===== src/rtl/sha_block_builder.sv =====
// Packs a stream of 16-bit big-endian message words into 512-bit SHA blocks,
// appends the 0x8000 pad marker and 64-bit bit length, and handshakes each block with the hash core.
module sha_block_builder (
  input  logic         clk,
  input  logic         reset,
  input  logic         wr,
  input  logic [15:0]  wdata,
  input  logic         last,
  input  logic         done,
  output logic         ready,
  output logic [511:0] block,
  output logic         start,
  output logic         first,
  output logic         msg_done
);

  typedef enum logic [2:0] {FILL, PAD, ISSUE, WAIT, LENBLK} state_e;

  state_e      state_q, state_d;
  logic [15:0] words_q [32];
  logic [15:0] words_d [32];
  logic [4:0]  idx_q, idx_d;
  logic [23:0] cnt_q, cnt_d;
  logic        len_pending_q, len_pending_d;
  logic        pad0_q, pad0_d;
  logic        final_q, final_d;
  logic        issued_q, issued_d;
  logic        done_q, done_d;
  logic        start_q, start_d;
  logic        first_q, first_d;
  logic        msg_done_q, msg_done_d;
  logic [63:0] len_bits;

  assign len_bits = {36'd0, cnt_q, 4'd0};

  for (genvar g = 0; g < 32; g++) begin : g_block
    assign block[511-16*g -: 16] = words_q[g];
  end

  assign ready    = (state_q == FILL);
  assign start    = start_q;
  assign first    = first_q;
  assign msg_done = msg_done_q;

  always_comb begin
    // NOTE: every _d gets a default before the case so no path leaves a latch behind.
    state_d       = state_q;
    words_d       = words_q;
    idx_d         = idx_q;
    cnt_d         = cnt_q;
    len_pending_d = len_pending_q;
    pad0_d        = pad0_q;
    final_d       = final_q;
    issued_d      = issued_q;
    done_d        = done;
    msg_done_d    = 1'b0;

    case (state_q)
      FILL: begin
        if (wr) begin
          words_d[idx_q] = wdata;
          idx_d          = idx_q + 5'd1;
          cnt_d          = cnt_q + 24'd1;
          if (last)                 state_d = PAD;
          else if (idx_q == 5'd31)  state_d = ISSUE;
        end
      end
      PAD: begin
        // idx wrapped to 0: the block is all data, so the pad marker rides in the length block.
        if (idx_q == 5'd0) begin
          len_pending_d = 1'b1;
          pad0_d        = 1'b1;
        end else begin
          for (int i = 0; i < 32; i++)
            if (5'(i) > idx_q) words_d[5'(i)] = '0;
          words_d[idx_q] = 16'h8000;
          if (idx_q <= 5'd27) begin
            words_d[28] = len_bits[63:48];
            words_d[29] = len_bits[47:32];
            words_d[30] = len_bits[31:16];
            words_d[31] = len_bits[15:0];
            final_d     = 1'b1;
          end else begin
            len_pending_d = 1'b1;
          end
        end
        state_d = ISSUE;
      end
      ISSUE: begin
        issued_d = 1'b1;
        state_d  = WAIT;
      end
      WAIT: begin
        if (done && !done_q) begin
          if (len_pending_q) begin
            state_d = LENBLK;
          end else if (final_q) begin
            msg_done_d = 1'b1;
            cnt_d      = '0;
            idx_d      = '0;
            issued_d   = 1'b0;
            final_d    = 1'b0;
            state_d    = FILL;
          end else begin
            idx_d   = '0;
            state_d = FILL;
          end
        end
      end
      LENBLK: begin
        for (int i = 0; i < 28; i++) words_d[5'(i)] = '0;
        if (pad0_q) words_d[0] = 16'h8000;
        words_d[28]   = len_bits[63:48];
        words_d[29]   = len_bits[47:32];
        words_d[30]   = len_bits[31:16];
        words_d[31]   = len_bits[15:0];
        len_pending_d = 1'b0;
        pad0_d        = 1'b0;
        final_d       = 1'b1;
        state_d       = ISSUE;
      end
      default: state_d = FILL;
    endcase

    start_d = (state_d == ISSUE);
    first_d = (state_d == ISSUE) && !issued_q;
  end

  always_ff @(posedge clk or posedge reset) begin
    if (reset) begin
      state_q       <= FILL;
      // NOTE: the block store is reset too, because block must read as zero out of reset.
      for (int i = 0; i < 32; i++) words_q[i] <= '0;
      idx_q         <= '0;
      cnt_q         <= '0;
      len_pending_q <= 1'b0;
      pad0_q        <= 1'b0;
      final_q       <= 1'b0;
      issued_q      <= 1'b0;
      done_q        <= 1'b0;
      start_q       <= 1'b0;
      first_q       <= 1'b0;
      msg_done_q    <= 1'b0;
    end else begin
      // NOTE: non-blocking so every flop samples the pre-edge value of its neighbours.
      state_q       <= state_d;
      words_q       <= words_d;
      idx_q         <= idx_d;
      cnt_q         <= cnt_d;
      len_pending_q <= len_pending_d;
      pad0_q        <= pad0_d;
      final_q       <= final_d;
      issued_q      <= issued_d;
      done_q        <= done_d;
      start_q       <= start_d;
      first_q       <= first_d;
      msg_done_q    <= msg_done_d;
    end
  end

endmodule


===== config.mk =====
export PLATFORM = sky130hd
export DESIGN_NAME = sha_block_builder
export DESIGN_NICKNAME = d
export VERILOG_FILES = /design/src/rtl/sha_block_builder.sv
export SDC_FILE = /design/constraint.sdc
export NUM_CORES = 1
export LEC_CHECK = 0
export CORE_ASPECT_RATIO = 0.5
export CORE_UTILIZATION = 53
export DETAILED_ROUTE_END_ITERATION = 8
export GPL_TIMING_DRIVEN = 0
export MAX_ROUTING_LAYER = met4
export PLACE_DENSITY_LB_ADDON = 0.15
export REMOVE_ABC_BUFFERS = 1
export SLEW_MARGIN = 20
export SYNTH_ARGS = -nofsm -noshare
export SYNTH_HDL_FRONTEND = slang
export SYNTH_SLANG_ARGS = --single-unit

===== constraint.sdc =====
create_clock -name clk -period 28.5 [get_ports clk]
set_input_delay 2.85 -clock clk [delete_from_list [all_inputs] [get_ports clk]]
set_output_delay 2.85 -clock clk [all_outputs]
set_load 0.1 [all_outputs]

==> results by group, run 1 <==
Power and ir drop
  • Switching Fraction: 47.6%
  • Internal Power: 1.49 mW
  • Sequential power share: 33.4%
  • Leak: 12.5 nW
  • Pwr dens: 98.5 nW/um^2
  • Gate power share: 44.0%
  • Maximum VDD drop: 0.0791 mV
  • Switch Pwr: 1.36 mW
  • Clock network fraction of total power: 22.5%

Synthesis
  • Post-synth EDFFs: 0
  • Post-synth top area cell: dfrtp_1
  • Synth async-reset ratio: 100%
  • Library cells used by synthesis: 69
  • Mapped Area: 21400 um^2
  • Flops & latches, synth: 552
  • Syn Inst Count: 1892
  • Main synth FF type: dfrtp_1
  • Mapped Avg Cell Area: 11.3 um^2
  • Synth top area share: 64.7%
  • Seq/Total Area, Yosys: 64.7%
  • Synth Warn #: 0
  • Top post-synthesis cells by area: dfrtp_1 (65%), o21ai_0 (7.0%), o2bb2ai_1 (6.6%), nand2_1 (5.7%), a22o_1 (2.6%)

Worst setup path
  • Crit-path max FO: 18
  • FF-to-FF Start: state_q[1]$_DFF_PP0_
  • Startpoint Class: flop
  • Kind of critical path: reg2out
  • CP max stage cell: clkdlybuf4s50_1
  • Slowest Stage Delay on Critical Path: 1.22 ns
  • Worst-path cell chain: or2_1 -> nor2_1 -> clkdlybuf4s50_1
  • CP arrival: 3.05 ns
  • Crit path capture type: output port
  • Critical Path Start: state_q[1]$_DFF_PP0_
  • Critical path required time: 25.65 ns

Floorplan
  • DIE AREA: 41200 um^2
  • FP Rows: 51
  • Starting Density: 54.3%
  • Die Wd: 286 um
  • IO Pins: 537
  • Core area: 39300 um^2
  • Die height: 144 um

CTS
  • CTS Buffer Depth: 3
  • CTS buffer count: 47
  • Clk_lat worst skew: 0.57 ns
  • Hold-fix buffers, CTS: 0
  • CTS resizes: 0
  • Post-CTS setup buffers: 0
  • Clock slew at reported path FFs: 0.07 ns
  • H-tree depth: 2
  • CTS tree: yes
  • Clock Sinks: 552
  • Root Buffer Master: clkbuf_16

Drt
  • Length of the first detailed-routing pass in iterations: 7
  • Initial DRC Count: 1480
  • Vias per cell: 5.91
  • Routed Antenna Nets: 0
  • Via count: 17203
  • Final wirelength: 69200 um
  • Wire length per cell: 23.8 um
  • DRC errors left: 0

Placement
  • Detailed Place HPWL: 47900 um
  • GPL Wtd Cong: 0.956
  • PortBufs: 536
  • Worst slack, placed: 22.44 ns

STA
  • Hold Worst Slack: 0.419 ns
  • Slew @ Worst Pin: 1.14 ns
  • Final setup TNS: 0 ns
  • Max Slew Vio Count: 0
  • Peak Freq: 170 MHz
  • Tcrit/Tclk final: 20.7%
  • Period minus WS final: 5.90 ns
  • Final hold violation count: 0
  • Finish-stage setup viols: 0
  • Worst slew margin: 23.9%
  • RSZ-0062 raised after global routing: false
  • Final Skew: 0.0127 ns
  • Worst Setup Slack, final: 22.60 ns

Finish
  • Antenna Cells: 0
  • Area Growth Syn to Fin: 35.4%
  • Final net count: 2373
  • Most common cell after layout, fill and taps aside: dfrtp_1
  • Share of layout cells above drive strength 1: 6.47%
  • Final core occ: 73.6%
  • Commonest non-fill, non-tap cells in the layout: dfrtp_1 (551), clkdlybuf4s50_1 (536), nand2_1 (309)

Worst hold path
  • Worst hold path class: reg2reg
  • Hold path start: issued_q$_DFFE_PP0P_

Global route
  • Initial antenna violation count: 0
  • Vias in the first global route: 16387
  • First-pass GRT wire length: 103000 um
  • Gr usage total: 34.1%
  • Gr ovfl total: 0
  • Pin count of the biggest net entering global routing: 107

Outcome
  • Run status: finished clean

Flow run
  • Max-cap viol count: 0
-- final cells by class --
class                   count  area [um^2]
inverters                   9         41.3
flip-flops and latches    552        13800
well taps                 530          663
multi-input cells        1175         6970
clock inverters            14          118
repair buffers            561         5920
fillers                  2743        10400
clock buffers              70         1390
-- worst max-delay path: cells and delay by family, from the launching register on --
family / cells / cell delay, ns
flip-flops: 1 / 0.61
AND/OR/NAND/NOR: 2 / 0.64
buffers and inverters: 1 / 1.22
-- sequential cells by signal, summed over array words and instances, names as in the netlist --
signal	flops
block	512
cnt_q	24
done_q	1
final_q	1
first	1
idx_q	5
issued_q	1
len_pending_q	1
msg_done	1
pad0_q	1
start	1
state_q	3
-- layer usage --
layer  track usage (%)  share of wire [%]
met2              53.9                 49
met3              4.49                6.0
met4              12.6                3.8
met1              45.6                 41
met5                 -                  0
-- synthesized netlist by cell type, types with 4 or more instances --
cell	count
a221o_1	11
ha_1	6
xor2_1	14
o21ai_1	7
a21o_1	6
o211ai_1	4
a22o_1	63
o2bb2ai_1	161
nand3_1	20
buf_2	50
a22oi_1	12
dfrtp_1	552
nand2b_1	10
nand2_1	323
and2_1	15
nor3_1	10
or2_2	6
nand4_1	17
and3_1	13
o31ai_1	6
a32o_1	16
a21oi_1	31
nor2_1	60
or3_1	11
clkbuf_1	102
inv_1	9
o21ai_0	299
-- power groups by stage --
| stage | clock network [mW] | registers, mW | logic [mW] |
|---|---|---|---|
| 2_1_floorplan | 0 | 1.58 | 0.243 |
| 3_3_place_gp | 0 | 0.961 | 1.20 |
| 3_5_place_dp | 0 | 0.962 | 1.25 |
| 4_1_cts | 0.649 | 0.949 | 1.25 |
| 5_1_grt | 0.678 | 0.963 | 1.29 |
| 6_report | 0.642 | 0.952 | 1.25 |
-- through the flow --
| stage | cell area, um^2 | instances | total power, mW |
|---|---|---|---|
| finish | 28900 | 2911 | 2.85 |
| global route | 28900 | 2911 | 2.93 |
| CTS | 28800 | 2908 | 2.84 |
| detailed placement | 27300 | 2824 | 2.21 |
| global placement | 26700 | 2802 | 2.16 |
| floorplan | 20700 | 1736 | 1.82 |
-- kinds of logic (layout without fill, tap and decap cells) --
family | Yosys count | in the layout | synth area share, %
XOR/XNOR | 16 | 16 | 0.656
AO/OA/AOI/OAI | 639 | 639 | 20.3
buffers and inverters | 165 | 654 | 3.25
flip-flops | 552 | 552 | 64.7
AND/OR/NAND/NOR | 513 | 513 | 10.7
multiplexers | 1 | 1 | 0.0469
adder cells (fa/ha/maj) | 6 | 6 | 0.351
-- path summary, 6_finish.rpt --
kind	slack, ns	depth (start not counted)	to
max	22.60	3	ready
min	0.42	1	first$_DFF_PP0_
max reg2reg	24.93	5	block[441]$_DFFE_PP0P_
min reg2reg	0.42	1	first$_DFF_PP0_
max in group asynchronous	24.42	4	idx_q[4]$_DFFE_PP0P_
min in group asynchronous	2.68	2	block[252]$_DFFE_PP0P_
Power figures use the tool's default switching activity.
==> inputs of run 2 (changes only) <==
--- a/config.mk
+++ b/config.mk
@@ -6,7 +6,7 @@
 export NUM_CORES = 1
 export LEC_CHECK = 0
 export CORE_ASPECT_RATIO = 0.5
-export CORE_UTILIZATION = 53
+export CORE_UTILIZATION = 44
 export DETAILED_ROUTE_END_ITERATION = 8
 export GPL_TIMING_DRIVEN = 0
 export MAX_ROUTING_LAYER = met4
==> constraint.sdc (replaced) <==
create_clock -name clk -period 5.02 [get_ports clk]
set_input_delay 0.502 -clock clk [delete_from_list [all_inputs] [get_ports clk]]
set_output_delay 0.502 -clock clk [all_outputs]
set_load 0.1 [all_outputs]
==> run 2 against run 1 <==
Net effect:
- non-clock buffer count increased by 1
- register-to-register slack got worse by 24 ns
- critical path depth increased by 4
- global-route usage decreased by 5.1 points
- worst setup slack got worse by 21 ns
- sequential cell count unchanged
- first-iteration DRC count increased by 9.3%
- design area increased by 0.82%
- clock skew increased by 0.015 ns
- critical path type is now reg2reg
- critical endpoint is now block[15]$_DFFE_PP0P_
- largest cell class unchanged
- largest power group unchanged
- highest routed layer unchanged
==> results by group, run 2 (synthesis results as in run 1) <==
Worst setup path
  • Slowest Stage Delay on Critical Path: 0.71 ns
  • Reg2reg path depth: 7
  • Worst-path cell chain: inv_1 -> ha_1 -> or4b_2 -> a22oi_2 -> a21o_1 -> a21o_2 -> a22oi_1
  • Crit path capture type: flop
  • Critical Path Start: idx_q[0]$_DFFE_PP0P_
  • Startpoint Class: flop
  • CP arrival: 4.02 ns
  • Critical path required time: 5.41 ns
  • Kind of critical path: reg2reg
  • CP max stage cell: or4b_2
  • FF-to-FF Start: idx_q[0]$_DFFE_PP0P_
  • Crit-path max FO: 16

Global route
  • Gr usage total: 29.0%
  • Pin count of the biggest net entering global routing: 106
  • Initial antenna violation count: 0
  • Vias in the first global route: 16039
  • First-pass GRT wire length: 105000 um
  • Gr ovfl total: 0

Floorplan
  • IO Pins: 537
  • Starting Density: 45.1%
  • Die height: 158 um
  • DIE AREA: 49500 um^2
  • Die Wd: 314 um
  • FP Rows: 56
  • Core area: 47400 um^2

Finish
  • Most common cell after layout, fill and taps aside: dfrtp_1
  • Final core occ: 61.5%
  • Design Area, Final: 29200 um^2
  • Fillers: 3941
  • Final net count: 2375
  • Flip-flop count of the largest register after layout: 512
  • Area Growth Syn to Fin: 36.5%
  • Share of layout cells above drive strength 1: 6.67%
  • Commonest non-fill, non-tap cells in the layout: dfrtp_1 (551), clkdlybuf4s50_1 (536), nand2_1 (309)

CTS
  • Clk_lat worst skew: 0.58 ns
  • CTS buffer count: 48
  • Clock slew at reported path FFs: 0.07 ns
  • CTS Buffer Depth: 3
  • Hold-fix buffers, CTS: 0
  • Root Buffer Master: clkbuf_16
  • CTS tree: yes
  • Clock Sinks: 552
  • CTS resizes: 0
  • H-tree depth: 2
  • Post-CTS setup buffers: 0

STA
  • Finish-stage setup viols: 0
  • RSZ-0062 raised after global routing: false
  • Worst slew margin: 26.0%
  • Tcrit/Tclk final: 72.4%
  • Period minus WS final: 3.64 ns
  • Final setup TNS: 0 ns
  • Peak Freq: 275 MHz
  • Final hold violation count: 0
  • Final Skew: 0.0280 ns
  • Max Slew Vio Count: 0
  • Slew @ Worst Pin: 1.11 ns
  • Worst Setup Slack, final: 1.38 ns

Placement
  • Area after DPL: 27500 um^2
  • GPL Wtd Cong: 0.946
  • PortBufs: 536
  • Detailed Place HPWL: 50200 um
  • Worst slack, placed: 1.21 ns

Power and ir drop
  • Switching Fraction: 47.4%
  • Internal Power: 8.61 mW
  • Leak: 12.5 nW
  • Switch Pwr: 7.77 mW
  • Clock network fraction of total power: 23.4%
  • Maximum VDD drop: 0.359 mV
  • Pwr dens: 562 nW/um^2
  • Gate power share: 43.6%
  • Sequential power share: 33.0%
  • Power, Total: 16.4 mW

Drt
  • Via count: 16794
  • Routed Antenna Nets: 0
  • Final wirelength: 71000 um
  • Vias per cell: 5.56
  • DRC errors left: 0
  • Wire length per cell: 23.5 um
  • Initial DRC Count: 1618
  • Length of the first detailed-routing pass in iterations: 5

Flow run
  • Max-cap viol count: 0

Worst hold path
  • Worst hold path class: in2async

Outcome
  • Run status: finished clean
-- run 2: cell types whose count changed in the layout (fill, tap and decap cells not counted), sizes merged --
cell and change:
clkbuf -1, clkinv +3, bufinv +2, buf +1, inv -3, clkinvlp +1
diode +1
-- run 2: power by group through the flow --
stage,Combinational [mW],Sequential (mW),Clock (mW)
floorplan,1.38,8.95,0
global placement,6.87,5.46,0
detailed placement,7.11,5.46,0
CTS,7.12,5.38,3.87
global route,7.34,5.46,4.07
finish,7.14,5.40,3.83
-- run 2: critical path, delay by kind of cell (launching register included) --
kind	cells	cell delay, ns
flops	1	0.54
buf+inv	1	0.16
simple gates	1	0.71
compound gates	4	1.42
fa+ha+maj	1	0.62
-- run 2: through the flow --
stage               instances  hold slack, ns
detailed placement       2934           0.415
CTS                      3020           0.429
floorplan                1736           0.396
global route             3022           0.449
global placement         2910           0.414
finish                   3023           0.416
-- run 2: path summary, 6_finish.rpt --
kind	to	slack [ns]
max	block[15]$_DFFE_PP0P_	1.38
min	block[244]$_DFFE_PP0P_	0.42
max reg2reg	block[15]$_DFFE_PP0P_	1.38
min reg2reg	first$_DFF_PP0_	0.42
max in group asynchronous	block[336]$_DFFE_PP0P_	2.74
min in group clk	first$_DFF_PP0_	0.42
-- run 2: final cells by class --
type / count / area (um^2) / share of cell area (%)
sequential: 552 / 13800 / 47.4
multi-input combinational: 1175 / 6990 / 24.0
timing repair buffer: 562 / 5920 / 20.3
clock buffer: 69 / 1410 / 4.85
tap: 638 / 798 / 2.74
clock inverter: 17 / 174 / 0.597
inverter: 9 / 41.3 / 0.142
antenna: 1 / 2.50 / 0.00858
-- run 2: layer usage --
layer / routed length, um / part of all wire [%] / vias to the layer above / GRT usage (%)
met5: 0 / 0 / - / -
met4: 2050 / 2.9 / 0 / 8.34
met3: 3240 / 4.6 / 107 / 3.68
met2: 35000 / 49 / 490 / 46.6
met1: 30800 / 43 / 8533 / 38.9
li1: - / - / 7664 / -
==> inputs of run 3 (changes only) <==
==> constraint.sdc (replaced) <==
create_clock -name clk -period 3.1 [get_ports clk]
set_input_delay 0.31 -clock clk [delete_from_list [all_inputs] [get_ports clk]]
set_output_delay 0.31 -clock clk [all_outputs]
set_load 0.1 [all_outputs]
==> run 3 against run 2 <==
Net effect:
- worst setup slack worse by 1.3 ns
- wire length is 0.67% higher
- critical path depth is 1 lower
- first-iteration DRC count is 1.3% higher
- sequential cell count stayed put
- hold slack worse by 0.20 ns
- sequential share of layout area is 0.31 points lower
- via count is 0.79% higher
- clock skew is 0.0036 ns higher
- die area stayed put
- clock power is 62% higher
- global-route usage is 0.082 points higher
- largest cell class unchanged
==> results by group, run 3 (synthesis results as in run 1) <==
Outcome
  • Run status: finished clean

CTS
  • Hold-fix buffers, CTS: 0
  • Clock slew at reported path FFs: 0.07 ns
  • Clk_lat worst skew: 0.59 ns
  • CTS Buffer Depth: 3
  • CTS tree: yes
  • CTS buffer count: 48
  • H-tree depth: 2
  • Root Buffer Master: clkbuf_16
  • Clock Sinks: 552

Floorplan
  • DIE AREA: 49500 um^2
  • Die height: 158 um
  • Die Wd: 314 um
  • FP Rows: 56
  • Core area: 47400 um^2
  • Starting Density: 45.1%
  • IO Pins: 537

Finish
  • Final net count: 2385
  • Share of layout cells above drive strength 1: 7.85%
  • Flip-flop count of the largest register after layout: 512
  • Design Area, Final: 29300 um^2
  • Commonest non-fill, non-tap cells in the layout: dfrtp_1 (551), clkdlybuf4s50_1 (535), nand2_1 (309)
  • Most common cell after layout, fill and taps aside: dfrtp_1
  • Area Growth Syn to Fin: 37.4%

Worst setup path
  • Crit path capture type: flop
  • Startpoint Class: flop
  • Critical path required time: 3.57 ns
  • Crit-path max FO: 15
  • Kind of critical path: reg2reg
  • CP arrival: 3.52 ns

STA
  • RSZ-0062 raised after global routing: false
  • Final hold violation count: 0
  • Worst slew margin: 26.2%
  • Finish-stage setup viols: 0
  • Slew @ Worst Pin: 1.10 ns
  • Final setup TNS: 0 ns
  • Peak Freq: 327 MHz
  • Max Slew Vio Count: 0
  • Tcrit/Tclk final: 98.6%
  • Final Skew: 0.0316 ns
  • Period minus WS final: 3.06 ns

Power and ir drop
  • Maximum VDD drop: 0.582 mV
  • Internal Power: 14.1 mW
  • Switch Pwr: 12.7 mW
  • Switching Fraction: 47.4%
  • Gate power share: 44.2%
  • Power, Total: 26.8 mW
  • Pwr dens: 913 nW/um^2
  • Sequential power share: 32.7%
  • Clock network fraction of total power: 23.2%
  • Leak: 12.6 nW

Drt
  • Final wirelength: 71500 um
  • DRC errors left: 0
  • Vias per cell: 5.58
  • Initial DRC Count: 1639
  • Length of the first detailed-routing pass in iterations: 5
  • Routed Antenna Nets: 0
  • Via count: 16926
  • Wire length per cell: 23.6 um

Global route
  • Initial antenna violation count: 0
  • Vias in the first global route: 16105
  • First-pass GRT wire length: 105000 um
  • Gr ovfl total: 0
  • Pin count of the biggest net entering global routing: 106
  • Gr usage total: 29.0%

Flow run
  • Max-cap viol count: 0

Worst hold path
  • Worst hold path class: in2async

Placement
  • Area after DPL: 27500 um^2
  • PortBufs: 536
  • GPL Wtd Cong: 0.946
  • Detailed Place HPWL: 50200 um
==> run 3: power groups by stage <==
stage          Clock, mW  Sequential, mW  Combinational [mW]
2_1_floorplan          0            14.5                2.23
3_3_place_gp           0            8.85                11.1
3_5_place_dp           0            8.84                11.5
4_1_cts             6.27            8.72                11.6
5_1_grt             6.59            8.85                12.1
6_report            6.21            8.75                11.8
==> run 3: final timing paths <==
check,from,endpoint,slack [ns],cells past startpoint
min in group clk,done,done_q$_DFF_PP0_,0.30,1
hold reg to reg,issued_q$_DFFE_PP0P_,first$_DFF_PP0_,0.42,1
setup reg to reg,idx_q[0]$_DFFE_PP0P_,block[340]$_DFFE_PP0P_,0.04,6
setup / recovery,idx_q[0]$_DFFE_PP0P_,block[340]$_DFFE_PP0P_,0.04,6
max in group asynchronous,reset,block[336]$_DFFE_PP0P_,1.01,5
hold / removal,reset,block[244]$_DFFE_PP0P_,0.21,2
==> run 3: critical path, stage by stage (launching register included) <==
cell and delay [ns]:
dfrtp_1 0.55, inv_1 0.20, ha_4 0.30, or4b_2 0.68, a21oi_1 0.46, a211o_1 0.56
o2bb2ai_1 0.18
==> run 3: timing repair <==
| action | 4_1_cts | 5_1_grt |
|---|---|---|
| gates resized for setup | 19 | 19 |
| pin swaps | 2 | 1 |
| endpoints found under the hold margin | 0 | 0 |
| setup endpoints to repair | 433 | 250 |
| setup buffers | 5 | 5 |
| gates cloned | 0 | 0 |
==> run 3: through the flow <==
stage / hold WS (ns) / utilization [%] / worst slack (ns) / std cells
6_report: 0.215 / 61.9 / 0.0431 / 3033
5_1_grt: 0.260 / 61.9 / 0.00204 / 3032
4_1_cts: 0.249 / 61.6 / -0.294 / 3025
3_5_place_dp: 0.415 / 58.0 / -0.513 / 2934
3_3_place_gp: 0.414 / 56.7 / -19.34 / 2910
2_1_floorplan: 0.341 / - / -12.64 / 1736
==> run 3: layout make-up <==
type | instances | area, um^2
antenna | 1 | 2.50
clock buffer | 69 | 1410
clock inverter | 17 | 174
fill | 3928 | 18000
inverter | 9 | 41.3
multi-input combinational | 1175 | 7090
sequential | 552 | 13800
tap | 638 | 798
timing repair buffer | 572 | 6000
==> run 3: routing by layer <==
| layer | vias to the layer above | wire length (um) | track usage [%] |
|---|---|---|---|
| met2 | 529 | 35300 | 46.8 |
| met3 | 119 | 3410 | 3.82 |
| li1 | 7700 | - | - |
| met1 | 8578 | 30700 | 38.9 |
| met5 | - | 0 | - |
| met4 | 0 | 2080 | 8.22 |
